## config.mk

```make
export PLATFORM = sky130hd
export DESIGN_NAME = serial2parallel
export DESIGN_NICKNAME = d
export VERILOG_FILES = /design/src/rtl/serial2parallel_pkg.sv /design/src/rtl/serial2parallel_sync_edge.sv /design/src/rtl/serial2parallel.sv
export SDC_FILE = /design/constraint.sdc
export NUM_CORES = 1
export LEC_CHECK = 0
export ABC_AREA = 1
export CELL_PAD_IN_SITES_DETAIL_PLACEMENT = 1
export CELL_PAD_IN_SITES_GLOBAL_PLACEMENT = 1
export CORE_MARGIN = 10
export CORE_UTILIZATION = 35
export CTS_BUF_LIST = sky130_fd_sc_hd__clkbuf_8
export DETAILED_ROUTE_END_ITERATION = 6
export PLACE_DENSITY = 0.72
export SYNTH_ARGS = -nofsm -noshare
export SYNTH_HDL_FRONTEND = slang
export SYNTH_SLANG_ARGS = --single-unit
```

## constraint.sdc

```tcl
create_clock -name clk -period 3.2 [get_ports clk]
set_input_delay 0.48 -clock clk [delete_from_list [all_inputs] [get_ports clk]]
set_output_delay 0.48 -clock clk [all_outputs]
set_load 0.1 [all_outputs]
```

## src/rtl/serial2parallel_pkg.sv

```systemverilog
// Shared definitions for the serial2parallel receiver: FSM state encoding and
// counter width helper.
package serial2parallel_pkg;

  typedef enum logic [1:0] {
    IDLE  = 2'd0,
    CLEAR = 2'd1,
    SHIFT = 2'd2
  } state_t;

  // Bits needed to hold any value from 0 to max_count inclusive.
  function automatic int cnt_width(input int max_count);
    return $clog2(max_count + 1);
  endfunction

endpackage

```

## src/rtl/serial2parallel_sync_edge.sv

```systemverilog
// Multi-flop synchronizer for one asynchronous input, plus a delay flop that
// turns the synchronized level into a single-cycle rising-edge pulse.
module sync_edge #(
  parameter int STAGES = 2
) (
  input  logic clk,
  input  logic rst,
  input  logic din,
  output logic level,
  output logic rise
);

  logic [STAGES-1:0] sync_q;
  logic              dly_q;

  always_ff @(posedge clk or negedge rst) begin
    if (!rst) begin
      sync_q <= '0;
      dly_q  <= 1'b0;
    end else begin
      sync_q <= {sync_q[STAGES-2:0], din};
      dly_q  <= sync_q[STAGES-1];
    end
  end

  assign level = sync_q[STAGES-1];
  assign rise  = sync_q[STAGES-1] & ~dly_q;

endmodule

```

## src/rtl/serial2parallel.sv

```systemverilog
// Oversampling receiver for a framed serial stream (s_clr, s_clk, s_dat):
// reassembles DATA_BITS bits into a word, with abort on re-clear or timeout.
module serial2parallel
  import serial2parallel_pkg::*;
#(
  parameter int DATA_BITS      = 32,
  parameter int READ_DIRECTION = 1,
  parameter int SYNC_STAGES    = 2,
  parameter int TIMEOUT_CYCLES = 64
) (
  input  logic                 clk,
  input  logic                 rst,
  input  logic                 s_clk,
  input  logic                 s_clr,
  input  logic                 s_dat,
  output logic [DATA_BITS-1:0] data,
  output logic                 valid,
  output logic                 busy,
  output logic                 err,
  output logic [1:0]           state
);

  localparam int CNT_W  = cnt_width(DATA_BITS);
  localparam int TCNT_W = cnt_width(TIMEOUT_CYCLES);

  logic clk_lvl, clk_rise, clr_lvl, dat_lvl;
  logic unused_clk_lvl, unused_clr_rise, unused_dat_rise;

  sync_edge #(.STAGES(SYNC_STAGES)) u_sync_clk (
    .clk(clk), .rst(rst), .din(s_clk), .level(clk_lvl), .rise(clk_rise)
  );
  sync_edge #(.STAGES(SYNC_STAGES)) u_sync_clr (
    .clk(clk), .rst(rst), .din(s_clr), .level(clr_lvl), .rise(unused_clr_rise)
  );
  sync_edge #(.STAGES(SYNC_STAGES)) u_sync_dat (
    .clk(clk), .rst(rst), .din(s_dat), .level(dat_lvl), .rise(unused_dat_rise)
  );
  assign unused_clk_lvl = clk_lvl;

  state_t               state_q, state_d;
  logic [DATA_BITS-1:0] shreg_q, shreg_d, shifted;
  logic [DATA_BITS:0]   cat;
  logic [CNT_W-1:0]     cnt_q, cnt_d;
  logic [TCNT_W-1:0]    tcnt_q, tcnt_d;
  logic [DATA_BITS-1:0] data_q, data_d;
  logic                 valid_q, valid_d, err_q, err_d;

  // The extra bit in cat keeps both shift directions legal for DATA_BITS = 1.
  always_comb begin
    if (READ_DIRECTION != 0) begin
      cat     = {shreg_q, dat_lvl};
      shifted = cat[DATA_BITS-1:0];
    end else begin
      cat     = {dat_lvl, shreg_q};
      shifted = cat[DATA_BITS:1];
    end
  end

  always_comb begin
    state_d = state_q;
    shreg_d = shreg_q;
    cnt_d   = cnt_q;
    tcnt_d  = '0;
    data_d  = data_q;
    valid_d = 1'b0;
    err_d   = 1'b0;
    case (state_q)
      IDLE: begin
        if (clr_lvl) state_d = CLEAR;
      end
      CLEAR: begin
        shreg_d = '0;
        cnt_d   = '0;
        if (!clr_lvl) state_d = SHIFT;
      end
      SHIFT: begin
        // Priority: re-clear, then serial clock edge, then timeout.
        if (clr_lvl) begin
          err_d   = (cnt_q != '0);
          state_d = CLEAR;
        end else if (clk_rise) begin
          shreg_d = shifted;
          if (cnt_q == CNT_W'(DATA_BITS - 1)) begin
            data_d  = shifted;
            valid_d = 1'b1;
            cnt_d   = '0;
            state_d = IDLE;
          end else begin
            cnt_d = cnt_q + 1'b1;
          end
        end else if (cnt_q != '0) begin
          if (tcnt_q == TCNT_W'(TIMEOUT_CYCLES - 1)) begin
            err_d   = 1'b1;
            state_d = IDLE;
          end else begin
            tcnt_d = tcnt_q + 1'b1;
          end
        end
      end
      default: state_d = IDLE;
    endcase
  end

  always_ff @(posedge clk or negedge rst) begin
    if (!rst) begin
      state_q <= IDLE;
      shreg_q <= '0;
      cnt_q   <= '0;
      tcnt_q  <= '0;
      data_q  <= '0;
      valid_q <= 1'b0;
      err_q   <= 1'b0;
    end else begin
      state_q <= state_d;
      shreg_q <= shreg_d;
      cnt_q   <= cnt_d;
      tcnt_q  <= tcnt_d;
      data_q  <= data_d;
      valid_q <= valid_d;
      err_q   <= err_d;
    end
  end

  assign data  = data_q;
  assign valid = valid_q;
  assign err   = err_q;
  assign busy  = (state_q == CLEAR) || (state_q == SHIFT);
  assign state = state_q;

endmodule

```

==> results of run 1 <==
[through the flow]
| stage | cell area (um^2) | hold slack [ns] |
|---|---|---|
| 2_1_floorplan | 3510 | 0.184 |
| 3_3_place_gp | 3960 | 0.336 |
| 4_1_cts | 4210 | 0.177 |
| 3_5_place_dp | 3960 | 0.340 |
| 6_report | 4210 | 0.149 |
| 5_1_grt | 4210 | 0.204 |
[power groups by stage]
stage / Clock [W] / Combinational, W / Sequential, W
final: 0.000915 / 0.000515 / 0.00115
after global routing: 0.000990 / 0.000563 / 0.00115
after CTS: 0.000946 / 0.000522 / 0.00115
after detailed placement: 0 / 0.000518 / 0.00117
after global placement: 0 / 0.000512 / 0.00117
after floorplan: 0 / 0.000318 / 0.00125
[routing by layer]
metal  up-vias  global-route usage  part of all wire
met1      1232               0.123              0.45
met4         0              0.0392             0.011
met5         -                   0                 0
met3        11              0.0352             0.050
met2        37               0.179              0.49
li1       1180                   -                 -
[state kept, by name (all words and copies together), names as in the netlist]
register	cells
u_sync_clk.sync_q	2
tcnt_q	7
u_sync_dat.sync_q	2
err	1
valid	1
u_sync_clr.sync_q	2
data	32
u_sync_clk.dly_q	1
cnt_q	6
state	2
shreg_q	31
[layout make-up]
cell class,instances,area share
Tap cell,133,0.0396
Inverter,53,0.0473
Clock buffer,9,0.0295
Sequential cell,87,0.518
Clock inverter,6,0.0283
Multi-Input combinational cell,186,0.247
Timing Repair Buffer,46,0.0910
[final timing paths]
path / slack, ns / endpoint
max in group asynchronous: 2.34 / cnt_q[1]
min: 0.15 / data[5]
min in group clk: 0.36 / u_sync_clk.sync_q[1]
max: 0.85 / data[30]
max reg2reg: 0.89 / data[27]
min reg2reg: 0.36 / u_sync_clk.sync_q[1]
[synthesized netlist by cell type]
cell type / number
a211oi_1: 1
o31ai_1: 1
inv_1: 51
nor2_4: 1
nand2_2: 1
a31oi_1: 1
buf_2: 3
nor3_1: 2
inv_2: 2
o21ai_1: 9
a21o_1: 1
buf_6: 6
nand4_1: 4
nand2_1: 62
nor2_1: 21
nand3_1: 6
xnor2_1: 1
o21ai_0: 8
nor2_2: 2
o22ai_1: 31
clkbuf_1: 4
o21ai_2: 23
nor3b_1: 1
dfrtp_1: 87
a21oi_1: 3
ha_1: 7
[kinds of logic after synthesis]
logic type                 after synthesis
adders and majority gates                7
DFF                                     87
buffers and inverters                   66
AOI/OAI and AO/OA                       78
xor gates and xnor gates                 1
and+or+nand+nor                        100
==> results.yml, run 1 <==
clock_network:
  cts_resized: 0
  cts_tree: "yes"
  cts_max_path_buffers: 2
  htree_levels: 3
  cts_inserted_buffers: 9
  path_clk_slew_ns: 0.09
  cts.sinks: 87
  cts_hold_buf: 0
  clk_latency_ns: 0.36
  root_buffer: "clkbuf_8"
  post_cts.repair.setup_buffers: 0
routing:
  drtPass1Iterations: 4
  viasPerCell: 4.73
  drcViolationCount: 0
  routed_wl_um: 7370
  drtIter0Drc: 80
  post_drt_wl_per_cell_um: 14.2
  num_vias: 2460
  drtAntennaViolNets: 0
power:
  power_frac_clock: 0.355
  p_int_w: 0.00176
  swShare: 0.317
  switchingPower_w: 0.000817
  power_w: 0.00258
  power_density_nw_per_um2: 613
  power_frac_comb: 0.200
  power_frac_seq: 0.445
  p_leak_nw: 1.94
  peakVddDrop_v: 0.000552
logic_synthesis:
  netlist_instances: 339
  synth_seq_cells: 87
  ys_seq_area_frac: 0.621
  syn_avg_cell_area_um2: 10.3
  yosys-top-cells-area: "dfrtp_1, nand2_1, o21ai_2"
  synthAdderAreaFrac: 0.0250
  synth_compound_area_frac: 0.149
  synth_top_family_by_area: "compound AO/OA/AOI/OAI gates"
  synth_top_area_frac: 0.621
  muxShareOfSynthArea: 0
  synth_area_um2: 3510
  synth_nets: 351
  synth_warnings: 0
  post-synth-top-area-cell: "dfrtp_1"
  synth_xor_area_frac: 0.00250
  ys_types: 26
  synthSimpleGateAreaFrac: 0.118
timing:
  hold_viol: 0
  finClkSkew_ns: 0.0115
  setup_slack_ns: 0.845
  final.min_clock_period_ns: 2.35
  timing.fmax_mhz: 425
  worstMarginPinSlew_ns: 0.975
  timing.final.crit_share: 0.736
  slew_headroom: 0.348
  finalSetupViolCount: 0
  fin_tns_setup_ns: 0
  rsz0062_at_grt: "no"
  finalMaxSlewViolations: 0
die:
  die_area_um2: 14400
  io_pins: 42
  dieHeight_um: 120
  core_um2: 9770
  die_w_um: 120
  rows: 36
  start_util: 0.359
critical_path:
  crit_cells: 1
  crit_fanout: 2
  crit_buf_inv: 1
  rr_worst_depth: 8
  worstPathArrival_ns: 1.87
  cpPeakStageDelay_ns: 1.14
  path_delay_family: "buffers and inverters"
  r2r-start: "state[0]"
  crit_start: "data[30]"
  crit_path_top_delay_cell: "clkdlybuf4s50_1"
  cp_data_required_time_ns: 2.72
  crit_path_start_kind: "register"
  worstSetupPathType: "reg2out"
  end_kind: "output pin"
  worstPathCellList: "clkdlybuf4s50_1"
hold_path:
  hold_class: "in2async"
grt:
  first_global_vias: 2595
  grt_pass1_wl_um: 12800
  grt_max_degree: 57
  antenna_found_initial: 0
  grt_overflow: 0
  grt_usage: 0.106
outcome:
  status: "completed"
cells_and_area:
  drive_above_1_share: 0.196
  multi_input_area_um2: 1040
  layout_commonest_cell: "dfrtp_1"
  fill_cells: 1110
  stdcell_count: 520
  most-common-layout-cells: "dfrtp_1, nand2_1, inv_1"
  regArea_um2: 2180
  antenna_cells: 0
  post-route-util: 0.430
  syn2layout_area_growth_pct: 19.9
  nNetsFinal: 395
placement:
  hpwl_um: 5170
  dp.cells: 505
  port_buffers: 41
  pre_cts_ws_ns: 0.870
  globalplace.congestion: 0.769
run:
  drv_cap: 0
Power figures use the tool's default switching activity.
==> run 2, diff against run 1 <==
==> constraint.sdc (replaced) <==
create_clock -name clk -period 2.3 [get_ports clk]
set_input_delay 0.345 -clock clk [delete_from_list [all_inputs] [get_ports clk]]
set_output_delay 0.345 -clock clk [all_outputs]
set_load 0.1 [all_outputs]
==> run 2 against run 1 <==
  * Worst setup slack got worse by 0.55 ns
  * Combinational power rose by 44%
  * Register-to-register slack got worse by 0.59 ns
  * Die area is the same
  * Non-clock buffer count increased by 1
  * Via count shrank 1.9%
  * Clock power grew 13%
  * First-iteration DRC count rose by 73%
  * Clock skew shrank 0.0055 ns
  * Final cell count is 0.19% higher
  * Sequential power rose by 39%
  * Largest power group unchanged
==> results.yml, run 2 (synthesis results as in run 1) <==
outcome:
  status: "completed"
timing:
  finalSetupViolCount: 0
  final.min_clock_period_ns: 2.00
  setup_slack_ns: 0.295
  finalMaxSlewViolations: 0
  hold_viol: 0
  holdWs_ns: 0.352
  fin_tns_setup_ns: 0
  timing.final.crit_share: 0.872
  worstMarginPinSlew_ns: 0.971
  slew_headroom: 0.352
  finClkSkew_ns: 0.00596
  timing.fmax_mhz: 499
  rsz0062_at_grt: "no"
die:
  rows: 36
  die_w_um: 120
  io_pins: 42
  die_area_um2: 14400
  core_um2: 9770
  dieHeight_um: 120
  start_util: 0.359
grt:
  grt_pass1_wl_um: 13100
  grt_overflow: 0
  antenna_found_initial: 0
  grt_max_degree: 66
  grt_usage: 0.112
  first_global_vias: 2698
routing:
  viasPerCell: 4.63
  routed_wl_um: 7400
  post_drt_wl_per_cell_um: 14.2
  drcViolationCount: 0
  num_vias: 2413
  drtAntennaViolNets: 0
  drtPass1Iterations: 4
  drtIter0Drc: 138
hold_path:
  hold_class: "reg2reg"
  min_from: "u_sync_clk.sync_q[0]"
placement:
  pre_cts_ws_ns: 0.269
  globalplace.congestion: 0.700
  hpwl_um: 5230
  port_buffers: 41
critical_path:
  crit_path_top_delay_cell: "inv_1"
  cp_common_cell: "inv_1"
  cpPeakStageDelay_ns: 0.71
  worstSetupPathType: "reg2reg"
  worstPathArrival_ns: 2.21
  worstPathCellList: "inv_1 > ha_1 > nand2_2 > nor2_4 > inv_1 > o22ai_1"
  crit_path_start_kind: "register"
  crit_start: "state[0]"
  r2r-start: "state[0]"
  end_kind: "register"
  cp_data_required_time_ns: 2.50
  crit_fanout: 31
  path_delay_family: "buffers and inverters"
  crit_buf_inv: 2
cells_and_area:
  post-route-util: 0.425
  largest_reg_flops: 32
  fill_cells: 1133
  antenna_cells: 0
  layout_commonest_cell: "dfrtp_1"
  nNetsFinal: 396
  multi_input_area_um2: 1040
  most-common-layout-cells: "dfrtp_1, nand2_1, inv_1"
  syn2layout_area_growth_pct: 18.5
  drive_above_1_share: 0.229
  regArea_um2: 2180
power:
  power_density_nw_per_um2: 812
  peakVddDrop_v: 0.00113
  p_leak_nw: 1.95
clock_network:
  clk_latency_ns: 0.36
  post_cts.repair.setup_buffers: 0
  cts_inserted_buffers: 9
  path_clk_slew_ns: 0.08
  cts.sinks: 87
  root_buffer: "clkbuf_8"
  htree_levels: 3
  cts_tree: "yes"
  cts_max_path_buffers: 2
run:
  drv_cap: 0
==> run 2: area by class of cell <==
| class | instances | area share |
|---|---|---|
| Clock buffer | 10 | 0.0331 |
| Clock inverter | 5 | 0.0123 |
| Inverter | 53 | 0.0478 |
| Multi-Input combinational cell | 186 | 0.249 |
| Sequential cell | 87 | 0.524 |
| Tap cell | 133 | 0.0400 |
| Timing Repair Buffer | 47 | 0.0933 |
==> run 2: where the power goes <==
part	total, W	internal, W	switching, W
Clock	0.00103	0.000518	0.000513
Sequential	0.00160	0.00156	0.0000359
Combinational	0.000744	0.000187	0.000557
==> run 2: path summary, 6_finish.rpt <==
kind | cells past startpoint | endpoint | slack (ns)
setup / recovery | 6 | shreg_q[15] | 0.30
min in group asynchronous | 2 | tcnt_q[1] | 0.53
hold reg to reg | 0 | u_sync_clk.sync_q[1] | 0.35
max in group asynchronous | 3 | data[10] | 1.15
setup reg to reg | 6 | shreg_q[15] | 0.30
hold / removal | 0 | u_sync_clk.sync_q[1] | 0.35
==> run 2: worst register-to-register path, stage by stage, from the launching register on <==
cell     delay, ns
dfrtp_2       0.41
inv_1         0.07
ha_1          0.29
nand2_2       0.13
nor2_4        0.05
inv_1         0.71
o22ai_1       0.19
==> run 2: what timing repair did <==
action                    in CTS  in global routing
hold endpoints to repair      40                  0
hold buffers                   1                  0
resized for setup              0                  0
==> run 2: through the flow <==
stage	area, um^2	total power (W)	cells
floorplan	3510	0.00218	339
global placement	3960	0.00237	505
detailed placement	3960	0.00238	505
CTS	4160	0.00343	521
global route	4160	0.00358	521
finish	4160	0.00338	521
==> run 2: routing by layer <==
layer	up-vias	GRT usage	wire length, um	share of wire
met5	-	0	0	0
met4	0	0.0649	175	0.024
met3	12	0.0281	296	0.040
met2	34	0.180	3690	0.50
met1	1182	0.133	3240	0.44
li1	1185	-	-	-
